File: src/rtl/senha_pkg.sv
// Shared types and constants for the two-stage password game: controller states,
// comparator result codes and password widths.
package senha_pkg;

    typedef enum logic [2:0] {
        OCIOSO,
        ESPERA_A,
        COMPARA_A,
        ESPERA_B,
        COMPARA_B,
        ABERTO,
        BLOQUEADO
    } estado_t;

    localparam logic [1:0] RES_MENOR = 2'b00;
    localparam logic [1:0] RES_MAIOR = 2'b01;
    localparam logic [1:0] RES_IGUAL = 2'b10;

    localparam int SENHA_A_W = 4;
    localparam int SENHA_B_W = 3;

endpackage

File: src/rtl/controle_jogo_senha_temporizador.sv
// Loadable lockout down-counter; fim pulses on the cycle before the count
// expires, so an FSM leaving on fim does so exactly CICLOS edges after carga.
module temporizador_bloqueio #(
    parameter int CICLOS = 16
) (
    input  logic clk,
    input  logic rst_n,
    input  logic carga,
    output logic fim
);

    localparam int W = $clog2(CICLOS + 1);

    logic [W-1:0] cnt_q, cnt_d;

    always_comb begin
        cnt_d = cnt_q;
        if (carga) begin
            cnt_d = W'(CICLOS);
        end else if (cnt_q != '0) begin
            cnt_d = cnt_q - W'(1);
        end
    end

    assign fim = (cnt_q == W'(1));

    always_ff @(posedge clk) begin
        if (!rst_n) begin
            cnt_q <= '0;
        end else begin
            cnt_q <= cnt_d;
        end
    end

endmodule

File: src/rtl/controle_jogo_senha.sv
// Sequencing controller for the two-stage password game (drives the external comparator).
// Optional lockout timer enabled by defining CONTROLE_SENHA_BLOQUEIO_EN.
module controle_jogo_senha
    import senha_pkg::*;
#(
    parameter int MAX_TENT    = 5,
    parameter int BLOQ_CICLOS = 16
) (
    input  logic       clk,
    input  logic       rst_n,
    input  logic       iniciar,
    input  logic       confirma,
    input  logic [3:0] tentativa,
    input  logic [1:0] resultado,
    output logic [3:0] tentativa_a,
    output logic [2:0] tentativa_b,
    output logic       modo_b,
    output logic [1:0] dica,
    output logic       dica_valida,
    output logic [3:0] tentativas_rest,
    output logic       aberto,
    output logic       bloqueado
);

    localparam logic [3:0] RECARGA = 4'(MAX_TENT);

    if (MAX_TENT < 1 || MAX_TENT > 15) begin : g_chk_max_tent
        $error("MAX_TENT must be within 1..15");
    end
    if (BLOQ_CICLOS < 1) begin : g_chk_bloq
        $error("BLOQ_CICLOS must be at least 1");
    end

    estado_t                estado_q, estado_d;
    logic [SENHA_A_W-1:0]   tent_a_q, tent_a_d;
    logic [SENHA_B_W-1:0]   tent_b_q, tent_b_d;
    logic [1:0]             dica_q, dica_d;
    logic                   dica_valida_q, dica_valida_d;
    logic [3:0]             rest_q, rest_d;
    logic                   modo_b_q, modo_b_d;
    logic                   aberto_q, aberto_d;
    logic                   bloqueado_q, bloqueado_d;

`ifdef CONTROLE_SENHA_BLOQUEIO_EN
    logic fim_bloq;
    logic carga_bloq;

    assign carga_bloq = (estado_d == BLOQUEADO) && (estado_q != BLOQUEADO);

    temporizador_bloqueio #(
        .CICLOS(BLOQ_CICLOS)
    ) u_temporizador (
        .clk  (clk),
        .rst_n(rst_n),
        .carga(carga_bloq),
        .fim  (fim_bloq)
    );
`endif

    always_comb begin
        estado_d      = estado_q;
        tent_a_d      = tent_a_q;
        tent_b_d      = tent_b_q;
        dica_d        = dica_q;
        dica_valida_d = 1'b0;
        rest_d        = rest_q;

        if (iniciar) begin
            estado_d = ESPERA_A;
            rest_d   = RECARGA;
            dica_d   = '0;
        end else begin
            case (estado_q)
                ESPERA_A: begin
                    if (confirma) begin
                        tent_a_d = tentativa;
                        estado_d = COMPARA_A;
                    end
                end
                ESPERA_B: begin
                    if (confirma) begin
                        tent_b_d = tentativa[SENHA_B_W-1:0];
                        estado_d = COMPARA_B;
                    end
                end
                COMPARA_A, COMPARA_B: begin
                    dica_d        = resultado;
                    dica_valida_d = 1'b1;
                    if (resultado == RES_IGUAL) begin
                        estado_d = (estado_q == COMPARA_A) ? ESPERA_B : ABERTO;
                        rest_d   = RECARGA;
                    end else begin
                        // Saturating decrement; the last miss lands on 0 in BLOQUEADO.
                        rest_d = (rest_q != 4'd0) ? rest_q - 4'd1 : 4'd0;
                        if (rest_q <= 4'd1) begin
                            estado_d = BLOQUEADO;
                        end else begin
                            estado_d = (estado_q == COMPARA_A) ? ESPERA_A : ESPERA_B;
                        end
                    end
                end
                BLOQUEADO: begin
                    rest_d = '0;
`ifdef CONTROLE_SENHA_BLOQUEIO_EN
                    if (fim_bloq) begin
                        estado_d = OCIOSO;
                    end
`endif
                end
                default: ;
            endcase
        end

        modo_b_d    = (estado_d == ESPERA_B) || (estado_d == COMPARA_B) || (estado_d == ABERTO);
        aberto_d    = (estado_d == ABERTO);
        bloqueado_d = (estado_d == BLOQUEADO);
    end

    always_ff @(posedge clk) begin
        if (!rst_n) begin
            estado_q      <= OCIOSO;
            tent_a_q      <= '0;
            tent_b_q      <= '0;
            dica_q        <= '0;
            dica_valida_q <= 1'b0;
            rest_q        <= '0;
            modo_b_q      <= 1'b0;
            aberto_q      <= 1'b0;
            bloqueado_q   <= 1'b0;
        end else begin
            estado_q      <= estado_d;
            tent_a_q      <= tent_a_d;
            tent_b_q      <= tent_b_d;
            dica_q        <= dica_d;
            dica_valida_q <= dica_valida_d;
            rest_q        <= rest_d;
            modo_b_q      <= modo_b_d;
            aberto_q      <= aberto_d;
            bloqueado_q   <= bloqueado_d;
        end
    end

    assign tentativa_a     = tent_a_q;
    assign tentativa_b     = tent_b_q;
    assign modo_b          = modo_b_q;
    assign dica            = dica_q;
    assign dica_valida     = dica_valida_q;
    assign tentativas_rest = rest_q;
    assign aberto          = aberto_q;
    assign bloqueado       = bloqueado_q;

endmodule

File: config.mk
export PLATFORM = sky130hd
export DESIGN_NAME = controle_jogo_senha
export DESIGN_NICKNAME = d
export VERILOG_FILES = /design/src/rtl/senha_pkg.sv /design/src/rtl/controle_jogo_senha_temporizador.sv /design/src/rtl/controle_jogo_senha.sv
export SDC_FILE = /design/constraint.sdc
export NUM_CORES = 1
export LEC_CHECK = 0
export ABC_AREA = 1
export BUFFER_PORTS_ARGS = -buffer_cell sky130_fd_sc_hd__clkbuf_2
export CORE_MARGIN = 5
export CORE_UTILIZATION = 48
export CTS_CLUSTER_DIAMETER = 150
export DETAILED_ROUTE_END_ITERATION = 8
export PLACE_DENSITY = 0.77
export SKIP_LAST_GASP = 1
export SLEW_MARGIN = 20
export SYNTH_ARGS = -nofsm -noshare
export SYNTH_HDL_FRONTEND = slang
export SYNTH_SLANG_ARGS = --single-unit
File: constraint.sdc
create_clock -name clk -period 1.6 [get_ports clk]
set_clock_uncertainty 0.05 [all_clocks]
set_input_delay 0.32 -clock clk [delete_from_list [all_inputs] [get_ports clk]]
set_output_delay 0.32 -clock clk [all_outputs]
set_load 0.01 [all_outputs]
## Word-level counts from Yosys, hierarchy flattened

Index checks and enable logic that the tools add are counted.

| storage, ports and cells | value |
|---|---|
| input port bits | 10 |
| output and inout port bits | 17 |
| logic and storage cells | 46 |
| register bits after elaboration | 20 |

| cells by class | value |
|---|---|
| equal/unequal tests | 10 |
| add/sub/neg operators | 1 |
| bitwise operators | 2 |
| multiplexer cells | 13 |
| reductions and logical operators | 9 |
| $lt $le $gt $ge | 1 |

Operator list:

| operator | count |
|---|---|
| $mux W3 | 7 |
| $eq A3 B3 Y1 const B | 5 |
| $eq A3 B2 Y1 const B | 3 |
| $pmux W3 S3 | 1 |
| $mux W4 | 2 |
| $pmux W4 S2 | 1 |
| $reduce_and A3 Y1 | 2 |
| $le A4 B1 Y1 const B | 1 |
| $reduce_bool A4 Y1 | 1 |
| $reduce_or A2 Y1 | 2 |
| $sub A4 B1 Y4 const B | 1 |
| $eq A3 B1 Y1 const B | 1 |
| $reduce_bool A3 Y1 | 1 |
| $eq A2 B2 Y1 const B | 1 |
| $logic_or A1 B1 Y1 | 2 |
| $mux W2 | 1 |
| $not A1 Y1 | 2 |
| $reduce_bool A2 Y1 | 1 |
| $mux W1 | 1 |

## Logic depth before layout (Yosys ltp)

| depth | value |
|---|---|
| depth after elaboration | 9 |
| gate-level depth with buffers | 10 |
| depth with buffers taken out | 10 |

## Worst setup path after synthesis

OpenSTA, ideal clock, no wires.

| path | value |
|---|---|
| kind | register to register |
| start | reg estado_q[2] |
| end | reg modo_b_q (netlist: modo_b) |
| data required time | 1437 ps |
| arrival time | 1083 ps |
| slack | 354 ps |
| buffers on the path | 0 |
| stages on the path, launching flop included | 10 |
| setup time | 113 ps |
| clock period less this slack | 1246 ps |
| cells stage by stage | dfxtp_1 -> inv_2 -> nor2_4 -> nand2_2 -> nand2_4 -> nand3_2 -> nand3_2 -> nand2_2 -> nor2_1 -> nor2_1 |

| on the way | value |
|---|---|
| cells in the longest elaborated chain, start to end | 9 |
| elaborated cells between the ends (all ways) | 18 |
| classes of those cells | 7 x eq/ne; 8 x mux; 3 x reduce/logical |

RTL lines:

| element | line | source |
|---|---|---|
| start, declared | controle_jogo_senha.sv:34 | `estado_t estado_q, estado_d;` |
| start signal, assigned | controle_jogo_senha.sv:131 | `estado_q <= estado_d;` |
| $eq A3 B2 Y1 | controle_jogo_senha.sv:73, controle_jogo_senha.sv:90, controle_jogo_senha.sv:98 |  |
| $mux W2 | controle_jogo_senha.sv:98 | `estado_d = (estado_q == COMPARA_A) ? ESPERA_A : ESPERA_B;` |
| $mux W3 | controle_jogo_senha.sv:95 | `if (rest_q <= 4'd1) begin` |
| $mux W3 | controle_jogo_senha.sv:89 | `if (resultado == RES_IGUAL) begin` |
| $pmux W3 S3 * | controle_jogo_senha.sv:73 | `case (estado_q)` |
| $mux W3 * | controle_jogo_senha.sv:68 | `if (iniciar) begin` |
| $eq A3 B2 Y1 or $eq A3 B3 Y1 (tied branches) | controle_jogo_senha.sv:114 | `modo_b_d = (estado_d == ESPERA_B) \|\| (estado_d == COMPARA_B) \|\| (estado_d == ABERTO);` |
| $logic_or A1 B1 Y1 | controle_jogo_senha.sv:114 |  |
| $logic_or A1 B1 Y1 * | controle_jogo_senha.sv:114 |  |
| end signal, assigned | controle_jogo_senha.sv:137 | `modo_b_q <= modo_b_d;` |
| end, declared | controle_jogo_senha.sv:40 | `logic modo_b_q, modo_b_d;` |

Mark *: on every way between the ends. The rest lies on a longest branch, timed or not.
A chain may end at the register's enable or synchronous reset.

## Worst setup path in the final report

| path | value |
|---|---|
| start | reg estado_q[1] |
| end | reg bloqueado_q (netlist: bloqueado) |

| on the way | value |
|---|---|
| cells in the longest elaborated chain, start to end | 7 |
| elaborated cells between the ends (all ways) | 14 |
| classes of those cells | 5 x eq/ne; 8 x mux; 1 x reduce/logical |

RTL lines:

| element | line | source |
|---|---|---|
| $eq A3 B2 Y1 | controle_jogo_senha.sv:73, controle_jogo_senha.sv:90, controle_jogo_senha.sv:98 |  |
| $mux W2 | controle_jogo_senha.sv:98 |  |
| $mux W3 | controle_jogo_senha.sv:95 |  |
| $mux W3 | controle_jogo_senha.sv:89 |  |
| $pmux W3 S3 * | controle_jogo_senha.sv:73 |  |
| $mux W3 * | controle_jogo_senha.sv:68 |  |
| $eq A3 B3 Y1 * | controle_jogo_senha.sv:116 | `bloqueado_d = (estado_d == BLOQUEADO);` |
| end signal, assigned | controle_jogo_senha.sv:139 | `bloqueado_q <= bloqueado_d;` |
| end, declared | controle_jogo_senha.sv:42 | `logic bloqueado_q, bloqueado_d;` |

Marks and branches as above.

==> out/results.ini <==
[clocking]
clockBufferDepth = 2
htree_num_levels = 1
cts_hold_buf = 0
clk_pin_slew_worst_paths_ps = 120
insertion_delay_ps = 320
cts_tree = built
cts_buffers = 3
ctsRootBufferMaster = clkbuf_4
cts_sinks = 20

[floorplanning]
die_area_um2 = 2965
core_um2 = 1922
die_h_um = 54.45
ios = 27
die_width_um = 54.45
fp-row-count = 16
start_util_pct = 49.35

[global_route]
groute.usage.overall_pct = 15.55
grt_pass1_vias = 810
antenna_found_initial = 0
grt_overflow = 0
met2_usage_pct = 26.49
use_met1_pct = 19.21
busiest_layer = met2
groute.layer.met3.usage_pct = 3.542
grt_start_max_net_pins = 13
grt_pass1_wl_um = 3381

[synthesis]
ys_warn_count = 0
ys_top_cells_by_count = nand2_1 (26), nor2_1 (26), dfxtp_1 (20)
ys_dominant_reg_cell = dfxtp_1
syn-num-nets = 150
synth.yosys.seq_area_share_pct = 42.22
ys_ff_latch = 20
async_reset_ff_share_pct = 0
synth_area_leaders = dfxtp_1 (42%), nand2_1 (10%), nor2_1 (10%)
avgSynthCellArea_um2 = 6.774
syn_inst = 140
synth-edff-count = 0
synth_area_um2 = 948.4
synth_top_area_cell = dfxtp_1
ys_types = 16
synth_top_area_share_pct = 42.22

[min_path]
min_delay_path_depth = 3
hold_class = in2reg
hold_path_end = dica[0]
min_from = resultado[0]

[detailed_routing]
route.detailed.drc = 0
avgViaCountPerCell = 4.862
drt_wl_total_um = 2074
drt.antenna.violating_nets = 0
drtIter0Drc = 21
wl_per_cell_um = 10.58
detail_route.first_pass.iterations = 4
vias = 953

[power]
vdd_ir_drop_max_v = 0.0005990
clkPwrFrac_pct = 38.4
p_int_mw = 0.8229
power_frac_comb_pct = 13.3
switching_share_pct = 25.24
p_sw_mw = 0.2778
p_leak_nw = 0.5905
powerDensity_nw_per_um2 = 947.9
seqPwrFrac_pct = 48.3

[critical_path]
start_kind = flip-flop
crit_path_end_kind = flip-flop
path_class = reg2reg
cp_common_cell = nand2_1
crit_path_max_incr_delay_ps = 490
reg2reg_to = bloqueado
required_ps = 1800
r2r_setup_slack_ps = 200
crit_chain = nand3_2 -> inv_1 -> nand2_1 -> nand3_1 -> nand2_1 -> nor3_1
cp_max_fo = 6
worst-r2r-cell-count = 6
arrival_ps = 1600
crit_start = estado_q[1]
rr_startpoint = estado_q[1]
cp_slowest_cell = dfxtp_1

[cells_and_area]
instances_no_fill = 196
diodes = 0
area_delta_synth_final_pct = 22.43
nFillCells = 188
drive_gt1_share_pct = 25.44
post-route-util_pct = 60.42
nets = 180

[sta]
slew_headroom_pct = 80.80
max_freq_mhz = 712.9
tightest_slew_ps = 287.0
finalSetupViolCount = 0
rsz0062_at_grt = no
timing.final.crit_share_pct = 87.66
finalHoldViolCount = 0
finalSetupTns_ps = 0
min_period_ps = 1403
finalMaxSlewViolations = 0

[flow_run]
cap_viol_max_count = 0

[placed_design]
numPortBuffers = 26
gp_congestion = 0.8115
dpl.cell_count = 192
dp_hpwl_um = 1616

[status]
status = finished, final reports clean

-- cells in the final DEF, fill, tap and decap left out --
| cell type | Yosys | final |
|---|---|---|
| dfxtp_1 | 20 | 19 |
| nand2_2 | 2 | 2 |
| inv_2 | 4 | 4 |
| nand4_1 | 1 | 1 |
| bufinv_16 | 0 | 1 |
| nor2_4 | 1 | 1 |
| nand3_1 | 7 | 7 |
| clkbuf_2 | 0 | 26 |
| clkbuf_4 | 0 | 3 |
| nand2_1 | 26 | 26 |
| a21oi_1 | 10 | 10 |
| o21ai_0 | 14 | 14 |
| nand2_4 | 1 | 1 |
| nand3_2 | 4 | 4 |
| o211ai_1 | 1 | 1 |
| inv_1 | 17 | 17 |
| dfxtp_2 | 0 | 1 |
| nor2_1 | 26 | 26 |
| nor3_1 | 5 | 5 |
-- power groups by stage --
stage                     sequential [mW]  clock, mW  combinational, mW
after floorplan                     0.547          0             0.0941
after global placement              0.542          0              0.143
after detailed placement            0.543          0              0.145
after CTS                           0.532      0.421              0.145
after global routing                0.535      0.449              0.167
final                               0.532      0.422              0.147
-- worst max-delay path, delay by kind of cell (launching register included) --
family                 cells  cell delay [ps]
buffers and inverters      1              110
AND/OR/NAND/NOR            5              680
flip-flops                 1              490
-- worst max-delay path by stage --
stage / slack, ps / end
finish: 200 / bloqueado
global route: 30 / bloqueado
CTS: 170 / bloqueado
detailed placement: 200 / modo_b
floorplan: 350 / modo_b
global placement: 230 / modo_b
-- area by class of cell --
type	count	area, µm²	area share (%)
clock inverters	1	30.03	2.586
inverters	21	78.83	6.789
clock buffers	3	22.52	1.940
multi-input cells	98	464.2	39.98
flip-flops and latches	20	401.6	34.59
repair buffers	26	130.1	11.21
well taps	27	33.78	2.909
-- stage by stage --
stage / total power, mW / cell area [µm²] / hold slack, ps / worst slack [ps]
final: 1.101 / 1161 / 183.0 / 197.4
after global routing: 1.150 / 1161 / 178.7 / 34.97
after CTS: 1.098 / 1160 / 184.6 / 170.1
after detailed placement: 0.6875 / 1107 / 420.2 / 202.6
after global placement: 0.6852 / 1107 / 413.7 / 232.2
after floorplan: 0.6414 / 948.4 / 401.7 / 353.7
-- kinds of logic (layout without fill, tap and decap cells) --
family | after synthesis | after routing | synth area share, %
AND/OR/NAND/NOR | 73 | 73 | 35.49
AO/OA/AOI/OAI | 25 | 25 | 13.46
buffers and inverters | 22 | 51 | 8.838
flip-flops | 20 | 20 | 42.22
-- flip-flops by register name, indices dropped and copies added, names as in the netlist --
signal           count
tentativa_b          3
modo_b               1
estado_q             3
dica_valida          1
tentativa_a          4
aberto               1
tentativas_rest      4
dica                 2
bloqueado            1
-- layer usage --
layer  share of wire (%)  routed length, µm  vias to the layer above
met1                  45                923                      423
met5                   0                  0                        -
met4                 1.2                 24                        0
li1                    -                  -                      506
met2                  49               1025                       22
met3                 4.8                100                        2
-- what timing repair did --
item,CTS,global route
endpoints found under the setup margin,0,1
hold endpoints to repair,0,0
setup buffers,0,0
gates resized for setup,0,1
No activity file was read; power rests on OpenSTA's default activity.
